==> config.mk <==
export PLATFORM = sky130hd
export DESIGN_NAME = memory_arbiter
export DESIGN_NICKNAME = d
export VERILOG_FILES = /design/src/rtl/memory_arbiter.sv
export SDC_FILE = /design/constraint.sdc
export NUM_CORES = 1
export LEC_CHECK = 0
export BUFFER_PORTS_ARGS = -buffer_cell sky130_fd_sc_hd__buf_2
export CAP_MARGIN = 0
export CORE_ASPECT_RATIO = 1.1
export CORE_MARGIN = 3
export CORE_UTILIZATION = 35
export DETAILED_ROUTE_END_ITERATION = 6
export PLACE_DENSITY = 0.69
export SLEW_MARGIN = 15
export SYNTH_ARGS = -nofsm -noshare
export SYNTH_HDL_FRONTEND = slang
export SYNTH_SLANG_ARGS = --single-unit
==> constraint.sdc <==
create_clock -name CLK -period 1.7 [get_ports CLK]
set_clock_uncertainty 0.1 [all_clocks]
set_input_delay 0.425 -clock CLK [delete_from_list [all_inputs] [get_ports CLK]]
set_output_delay 0.425 -clock CLK [all_outputs]
set_load 0.005 [all_outputs]
==> src/rtl/memory_arbiter.sv <==
// memory_arbiter: shares one single-port memory between instruction fetch and
// the data load/store path. Each access holds MEM_EN for WAIT_CYCLES cycles,
// then spends one RESP cycle pulsing the owner's ACK.
//
// Handshake: a requester raises REQ with address/data stable and holds it until
// its ACK pulse. The request is accepted at the rising edge that finds the FSM
// in IDLE; later changes to REQ, address or data do not affect that access.
// A REQ still high when the FSM is back in IDLE is a new request.
module memory_arbiter #(
    parameter int ADDR_W         = 16,
    parameter int DATA_W         = 16,
    parameter int WAIT_CYCLES    = 2,
    parameter int MAX_DATA_BURST = 3
) (
    input  logic              CLK,
    input  logic              RST_N,
    input  logic              IF_REQ,
    input  logic [ADDR_W-1:0] IF_ADDR,
    output logic              IF_ACK,
    output logic [DATA_W-1:0] IF_RDATA,
    input  logic              D_REQ,
    input  logic              D_WE,
    input  logic [ADDR_W-1:0] D_ADDR,
    input  logic [DATA_W-1:0] D_WDATA,
    output logic              D_ACK,
    output logic [DATA_W-1:0] D_RDATA,
    output logic              MEM_EN,
    output logic              MEM_WE,
    output logic [ADDR_W-1:0] MEM_ADDR,
    output logic [DATA_W-1:0] MEM_WDATA,
    input  logic [DATA_W-1:0] MEM_RDATA,
    output logic              BUSY
);

    localparam int CNT_W   = (WAIT_CYCLES > 1) ? $clog2(WAIT_CYCLES) : 1;
    localparam int BURST_W = $clog2(MAX_DATA_BURST + 1);

    localparam logic [CNT_W-1:0]   CNT_LOAD  = CNT_W'(WAIT_CYCLES - 1);
    localparam logic [BURST_W-1:0] BURST_MAX = BURST_W'(MAX_DATA_BURST);

    localparam logic [1:0] ST_IDLE   = 2'd0;
    localparam logic [1:0] ST_ACCESS = 2'd1;
    localparam logic [1:0] ST_RESP   = 2'd2;

    logic [1:0]         state_q, state_d;
    logic [CNT_W-1:0]   cnt_q, cnt_d;
    logic [BURST_W-1:0] burst_q, burst_d;
    logic               owner_q, owner_d;   // 1 = data requester owns the access
    logic               we_q, we_d;
    logic [ADDR_W-1:0]  addr_q, addr_d;
    logic [DATA_W-1:0]  wdata_q, wdata_d;
    logic [DATA_W-1:0]  if_rdata_q, if_rdata_d;
    logic [DATA_W-1:0]  d_rdata_q, d_rdata_d;
    logic               grant_data;

    // Next-state logic: arbitration in IDLE, wait-state countdown in ACCESS.
    always_comb begin
        state_d    = state_q;
        cnt_d      = cnt_q;
        burst_d    = burst_q;
        owner_d    = owner_q;
        we_d       = we_q;
        addr_d     = addr_q;
        wdata_d    = wdata_q;
        if_rdata_d = if_rdata_q;
        d_rdata_d  = d_rdata_q;
        grant_data = 1'b0;
        case (state_q)
            ST_IDLE: begin
                if (IF_REQ || D_REQ) begin
                    // Data wins unless fetch is waiting and data has used its burst.
                    grant_data = D_REQ && (!IF_REQ || (burst_q < BURST_MAX));
                    if (grant_data) begin
                        owner_d = 1'b1;
                        we_d    = D_WE;
                        addr_d  = D_ADDR;
                        wdata_d = D_WDATA;
                        if (burst_q < BURST_MAX) begin
                            burst_d = burst_q + BURST_W'(1);
                        end
                    end else begin
                        owner_d = 1'b0;
                        we_d    = 1'b0;
                        addr_d  = IF_ADDR;
                        wdata_d = '0;
                        burst_d = '0;
                    end
                    cnt_d   = CNT_LOAD;
                    state_d = ST_ACCESS;
                end
            end
            ST_ACCESS: begin
                if (cnt_q == '0) begin
                    if (!we_q) begin
                        if (owner_q) begin
                            d_rdata_d = MEM_RDATA;
                        end else begin
                            if_rdata_d = MEM_RDATA;
                        end
                    end
                    state_d = ST_RESP;
                end else begin
                    cnt_d = cnt_q - CNT_W'(1);
                end
            end
            ST_RESP: begin
                state_d = ST_IDLE;
            end
            default: begin
                state_d = ST_IDLE;
            end
        endcase
    end

    // State and datapath registers; reset aborts any access in flight.
    always_ff @(posedge CLK or negedge RST_N) begin
        if (!RST_N) begin
            state_q    <= ST_IDLE;
            cnt_q      <= '0;
            burst_q    <= '0;
            owner_q    <= 1'b0;
            we_q       <= 1'b0;
            addr_q     <= '0;
            wdata_q    <= '0;
            if_rdata_q <= '0;
            d_rdata_q  <= '0;
        end else begin
            state_q    <= state_d;
            cnt_q      <= cnt_d;
            burst_q    <= burst_d;
            owner_q    <= owner_d;
            we_q       <= we_d;
            addr_q     <= addr_d;
            wdata_q    <= wdata_d;
            if_rdata_q <= if_rdata_d;
            d_rdata_q  <= d_rdata_d;
        end
    end

    // Outputs decode registered state only, so no REQ-to-output path exists.
    always_comb begin
        MEM_EN    = (state_q == ST_ACCESS);
        MEM_WE    = (state_q == ST_ACCESS) && owner_q && we_q;
        MEM_ADDR  = addr_q;
        MEM_WDATA = wdata_q;
        IF_ACK    = (state_q == ST_RESP) && !owner_q;
        D_ACK     = (state_q == ST_RESP) && owner_q;
        IF_RDATA  = if_rdata_q;
        D_RDATA   = d_rdata_q;
        BUSY      = (state_q != ST_IDLE);
    end

endmodule

# ---- Yosys cells after proc, flatten, opt, wreduce, memory -nomap -nowiden
# Cells that the tools add are included.
dict set report totals {
  reg_bits 71
  input_bits 69
  output_inout_bits 69
  elab_cells 50
}
dict set report op_classes {
  n_addsub 2
  order_cmp 1
  n_eq_ne 5
  mux 12
  n_bitwise 3
  n_reduce_logical 18
}
# cell n
set op_table {}
lappend op_table {{16-bit 2-to-1 mux} 2}
lappend op_table {{2-bit 2-to-1 mux} 4}
lappend op_table {{4-bit AND reduction} 2}
lappend op_table {{2-bit != test (second input constant)} 3}
lappend op_table {{2-bit AND reduction} 3}
lappend op_table {{1-bit logical AND} 5}
lappend op_table {{1-bit 2-to-1 mux} 4}
lappend op_table {{2-bit case mux with 2 select lines} 1}
lappend op_table {{2-bit nonzero test} 2}
lappend op_table {{1-bit NOT} 3}
lappend op_table {{3-bit AND reduction} 1}
lappend op_table {{2-bit by 1-bit adder with 2-bit output (second input constant)} 1}
lappend op_table {{2-bit by 1-bit == test with 1-bit output (second input constant)} 1}
lappend op_table {{2-bit == test (second input constant)} 1}
lappend op_table {{1-bit zero test} 2}
lappend op_table {{2-bit zero test} 1}
lappend op_table {{1-bit logical OR} 2}
lappend op_table {{2-bit < comparator (second input constant)} 1}
lappend op_table {{1-bit case mux with 2 select lines} 1}
lappend op_table {{1-bit subtractor (second input constant)} 1}

# ---- Longest topological paths before layout
dict set report logic_depth {
  ltp_word 5
  depth_mapped 6
  ltp_nobuf 4
}

# ---- Least setup slack after synthesis
# Ideal clock, no wire load.
dict set report synth_path {
  kind {register to register}
  start {reg owner_q}
  end {reg if_rdata_q[10] (netlist: IF_RDATA[10])}
  setup_ns 0.125
  arrival_ns 1.437
  required_time_ns 1.475
  slack_ns 0.039
  stages_incl_launch_ff 4
  n_path_buf 1
  period_less_slack_ns 1.661
  cell_sequence {dfrtp_1 nor4_4 buf_6 mux2_2}
}
dict set report synth_between {
  elab_chain_cells 2
}
# element line
set synth_rtl {}
lappend synth_rtl {{start: declaration} 48} ;# logic owner_q, owner_d;
lappend synth_rtl {{start signal: assignment} 131} ;# owner_q <= owner_d;
lappend synth_rtl {{1-bit NOT (no line)} n/a}
lappend synth_rtl {{4-bit AND reduction (no line)} n/a}
lappend synth_rtl {{end signal: assignment} 135} ;# if_rdata_q <= if_rdata_d;
lappend synth_rtl {{end: declaration} 52} ;# logic [DATA_W-1:0] if_rdata_q, if_rdata_d;
# No other way between the ends.
# A chain may end at the register's enable or synchronous reset.

# ---- Worst setup path in the final report
dict set report layout_path {
  start {reg state_q[1]}
  end {out MEM_WE}
}
dict set report layout_between {
  elab_chain_cells 3
}
# element line
set layout_rtl {}
lappend layout_rtl {{start: declaration} 45} ;# logic [1:0] state_q, state_d;
lappend layout_rtl {{start signal: assignment} 128} ;# state_q <= state_d;
lappend layout_rtl {{2-bit by 1-bit == test with 1-bit output} 143} ;# MEM_WE = (state_q == ST_ACCESS) && owner_q && we_q;
lappend layout_rtl {{1-bit logical AND (2 in a row)} 143}
lappend layout_rtl {{end: declaration} 28} ;# output logic MEM_WE,
# No other way between the ends.

==> metrics.md <==
| Metric | Value |
|---|---|
| Outcome | `finished, violations left` |
| Failing checks | `setup timing` |
| Clk network pwr share | `18.3%` |
| Initial DRC count | `49` |
| H-tree Lvls | `3` |
| Core Box Area | `7960 µm²` |
| # clock sinks | `71` |
| GRT Total Usage | `15.6%` |
| Max-cap violation count | `0` |
| Largest net degree at the start of global routing | `28` |
| Area Overhead vs Synth | `44.5%` |
| PwrDens | `1880 nW/µm²` |
| DRC | `0` |
| Dpl hpwl | `5170 µm` |
| Clock transition at path regs | `70 ps` |
| Number of diodes | `0` |
| Critical Path Start Type | `register` |
| Share of layout cells above drive strength 1 | `56.1%` |
| Final ANT Viol Nets | `0` |
| Die Ht | `101 µm` |
| # IOs | `138` |
| Period utilization | `105%` |
| Hold_ws | `195 ps` |
| Initial antenna violation count | `1` |
| WL/cell | `15.1 µm` |
| Vias in the first global route | `2,397` |
| DRT Wirelength | `7440 µm` |
| Leak | `2.09 nW` |
| Syn avg cell area | `12.8 µm²` |
| Crit path capture type | `primary output` |
| # setup viols final | `5` |
| Max FO, Critical Path | `5` |
| Internal power | `0.00525 W` |
| Yosys reg bits | `71` |
| Placed insts | `470` |
| RSZ-0062 raised after global routing | `yes` |
| Combinational Power Share | `43.5%` |
| Final min period | `1780 ps` |
| Sequential fraction of the synthesis area | `61.6%` |
| Detail-routed via count per cell | `4.79` |
| DP Worst Slack | `-12.9 ps` |
| Worst VDD drop | `768 µV` |
| Later-pin clock latency in the skew report | `340 ps` |
| Ys Warns | `0` |
| Mapped cell area | `2880 µm²` |
| Total die area | `9360 µm²` |
| CTS tree | `done` |
| Synth unique cells | `29` |
| Via count | `2,361` |
| Critical path class | `register to primary output` |
| Highest Clock Rate | `563 MHz` |
| Placer Congestion | `0.745` |
| Hold crit path type | `input pin to register` |
| Port Buffer Count | `137` |
| Die Width | `92.5 µm` |
| Filler instances | `718` |
| Crit path arrival time | `1250 ps` |
| Setup TNS | `-231 ps` |
| Net count after synthesis | `296` |
| Total Power | `0.00784 W` |
| Syn Inst Count | `226` |
| Seq pwr share | `38.2%` |
| Hold Fails Final Rpt | `0` |
| First-pass GRT wire length | `11,400 µm` |
| Initial Util | `36.2%` |
| Final net count | `450` |
| NetSw | `0.00258 W` |
| Worst slew margin | `67.0%` |
| Non-Filler Instances | `493` |
| Num CTS Buffers | `9` |
| Clk buf depth | `2` |
| Worst Path Required | `1170 ps` |
| Sw frac | `32.9%` |
| Final Max Slew Viols | `0` |
| GRT overflow | `0` |
| CTS root buffer | `clkbuf_8` |
| Final worst slack | `-76.6 ps` |
| Worst slew pin tran | `493 ps` |
| Row Count | `34` |
| TritonRoute pass-1 iters | `4` |
worst paths after layout:
check | startpoint | end | cells past startpoint | slack, ps
worst max-delay path | state_q[1] | MEM_WE | 4 | -80
worst min-delay path | D_WDATA[0] | MEM_WDATA[0] | 2 | 190
worst max register to register | state_q[1] | IF_RDATA[1] | 5 | -20
worst min register to register | D_RDATA[6] | D_RDATA[6] | 1 | 400
max in group asynchronous | RST_N | state_q[1] | 3 | 490
min in group asynchronous | RST_N | D_RDATA[14] | 2 | 490
state kept, by name, summed over array words and instances (netlist names):
register and count:
we_q 1, state_q 2, D_RDATA 16, MEM_ADDR 16
IF_RDATA 16, cnt_q 1, owner_q 1, MEM_WDATA 16
burst_q 2
worst max-delay path, stage by stage, from the launching register on:
cell and delay (ps):
dfrtp_2 440, nand2b_4 160, inv_4 60, and3_4 160, buf_6 90
metal layers:
metal / global-route usage, % / part of all wire, % / vias up
li1: - / - / 1119
met2: 25.6 / 48 / 94
met3: 5.94 / 7.7 / 13
met4: 4.91 / 1.5 / 2
met1: 19.2 / 42 / 1133
met5: 0 / 0.17 / -
cell families (layout without fill, tap and decap cells):
| kind of cell | count (synthesis) | in the layout | share of synthesized area [%] |
|---|---|---|---|
| multiplexers | 33 | 33 | 12.9 |
| buffers and inverters | 16 | 174 | 2.99 |
| AO/OA/AOI/OAI | 54 | 54 | 12.8 |
| AND/OR/NAND/NOR | 51 | 52 | 9.29 |
| flip-flops | 71 | 71 | 61.6 |
| adder cells (fa/ha/maj) | 1 | 1 | 0.434 |
repair_timing:
| action | CTS | global route |
|---|---|---|
| buffers inserted | 5 | 0 |
| hold buffers | 1 | 0 |
| hold endpoints to repair | 17 | 0 |
| pin swaps | 1 | 1 |
| resized for setup | 9 | 19 |
| gates cloned | 0 | 1 |
| setup endpoints to repair | 13 | 53 |
synthesized netlist by cell type:
cell type  instances  share of area [%]
a21bo_2            1               0.35
a21boi_1           1               0.26
a21o_1             1               0.26
a21oi_1           16                2.8
a22o_1            18                5.5
a31oi_1           16                3.5
and2_1             2               0.43
and3_1             1               0.22
and3b_2            1               0.35
buf_1              1               0.13
buf_2              6                1.0
buf_4              1               0.26
buf_6              2               0.78
clkbuf_1           4               0.52
dfrtp_1           71                 62
ha_1               1               0.43
inv_1              1               0.13
inv_2              1               0.13
mux2_2            33                 13
nand2_1           37                4.8
nand2b_4           1               0.48
nand3_4            1               0.61
nor2_1             3               0.39
nor2b_1            1               0.22
nor3_4             1               0.56
nor3b_1            1               0.26
nor4_4             1               0.74
o21ai_0            1               0.17
or2_1              1               0.22
through the flow:
stage | cell area, µm² | util, %
after floorplan | 2880 | -
final | 4170 | 52.4
after global routing | 4170 | 52.4
after global placement | 3780 | 47.6
after CTS | 4080 | 51.3
after detailed placement | 3780 | 47.6
cell type report:
class                           count  area (µm²)  area share [%]
Clock inverter                      7        87.6            2.10
Inverter                            2        10.0           0.240
Timing Repair Buffer              156         923            22.2
Tap cell                          108         135            3.24
Multi-Input combinational cell    140        1110            26.6
Clock buffer                        9         124            2.97
Sequential cell                    71        1780            42.7
layout by cell type, fill, tap and decap left out, types with 2 or more instances in the layout:
cell type  netlist  routed
a21oi_1         16      16
nor2_1           3       2
dfrtp_1         71      70
buf_4            1      10
buf_2            6     134
mux2_4           0      15
buf_12           0       5
nand2_1         37      37
nand3_4          1       2
a22o_1          18      18
buf_6            2       6
bufinv_16        0       2
a31oi_1         16      16
clkbuf_8         0       9
clkinv_2         0       4
mux2_2          33      18
power groups by stage:
stage	logic [W]	clock network, W	registers, W
2_1_floorplan	0.00152	0	0.00307
3_3_place_gp	0.00296	0	0.00296
3_5_place_dp	0.00305	0	0.00298
4_1_cts	0.00323	0.00148	0.00297
5_1_grt	0.00375	0.00157	0.00310
6_report	0.00341	0.00143	0.00299
Note: power is estimated with default switching activity, not from simulation.
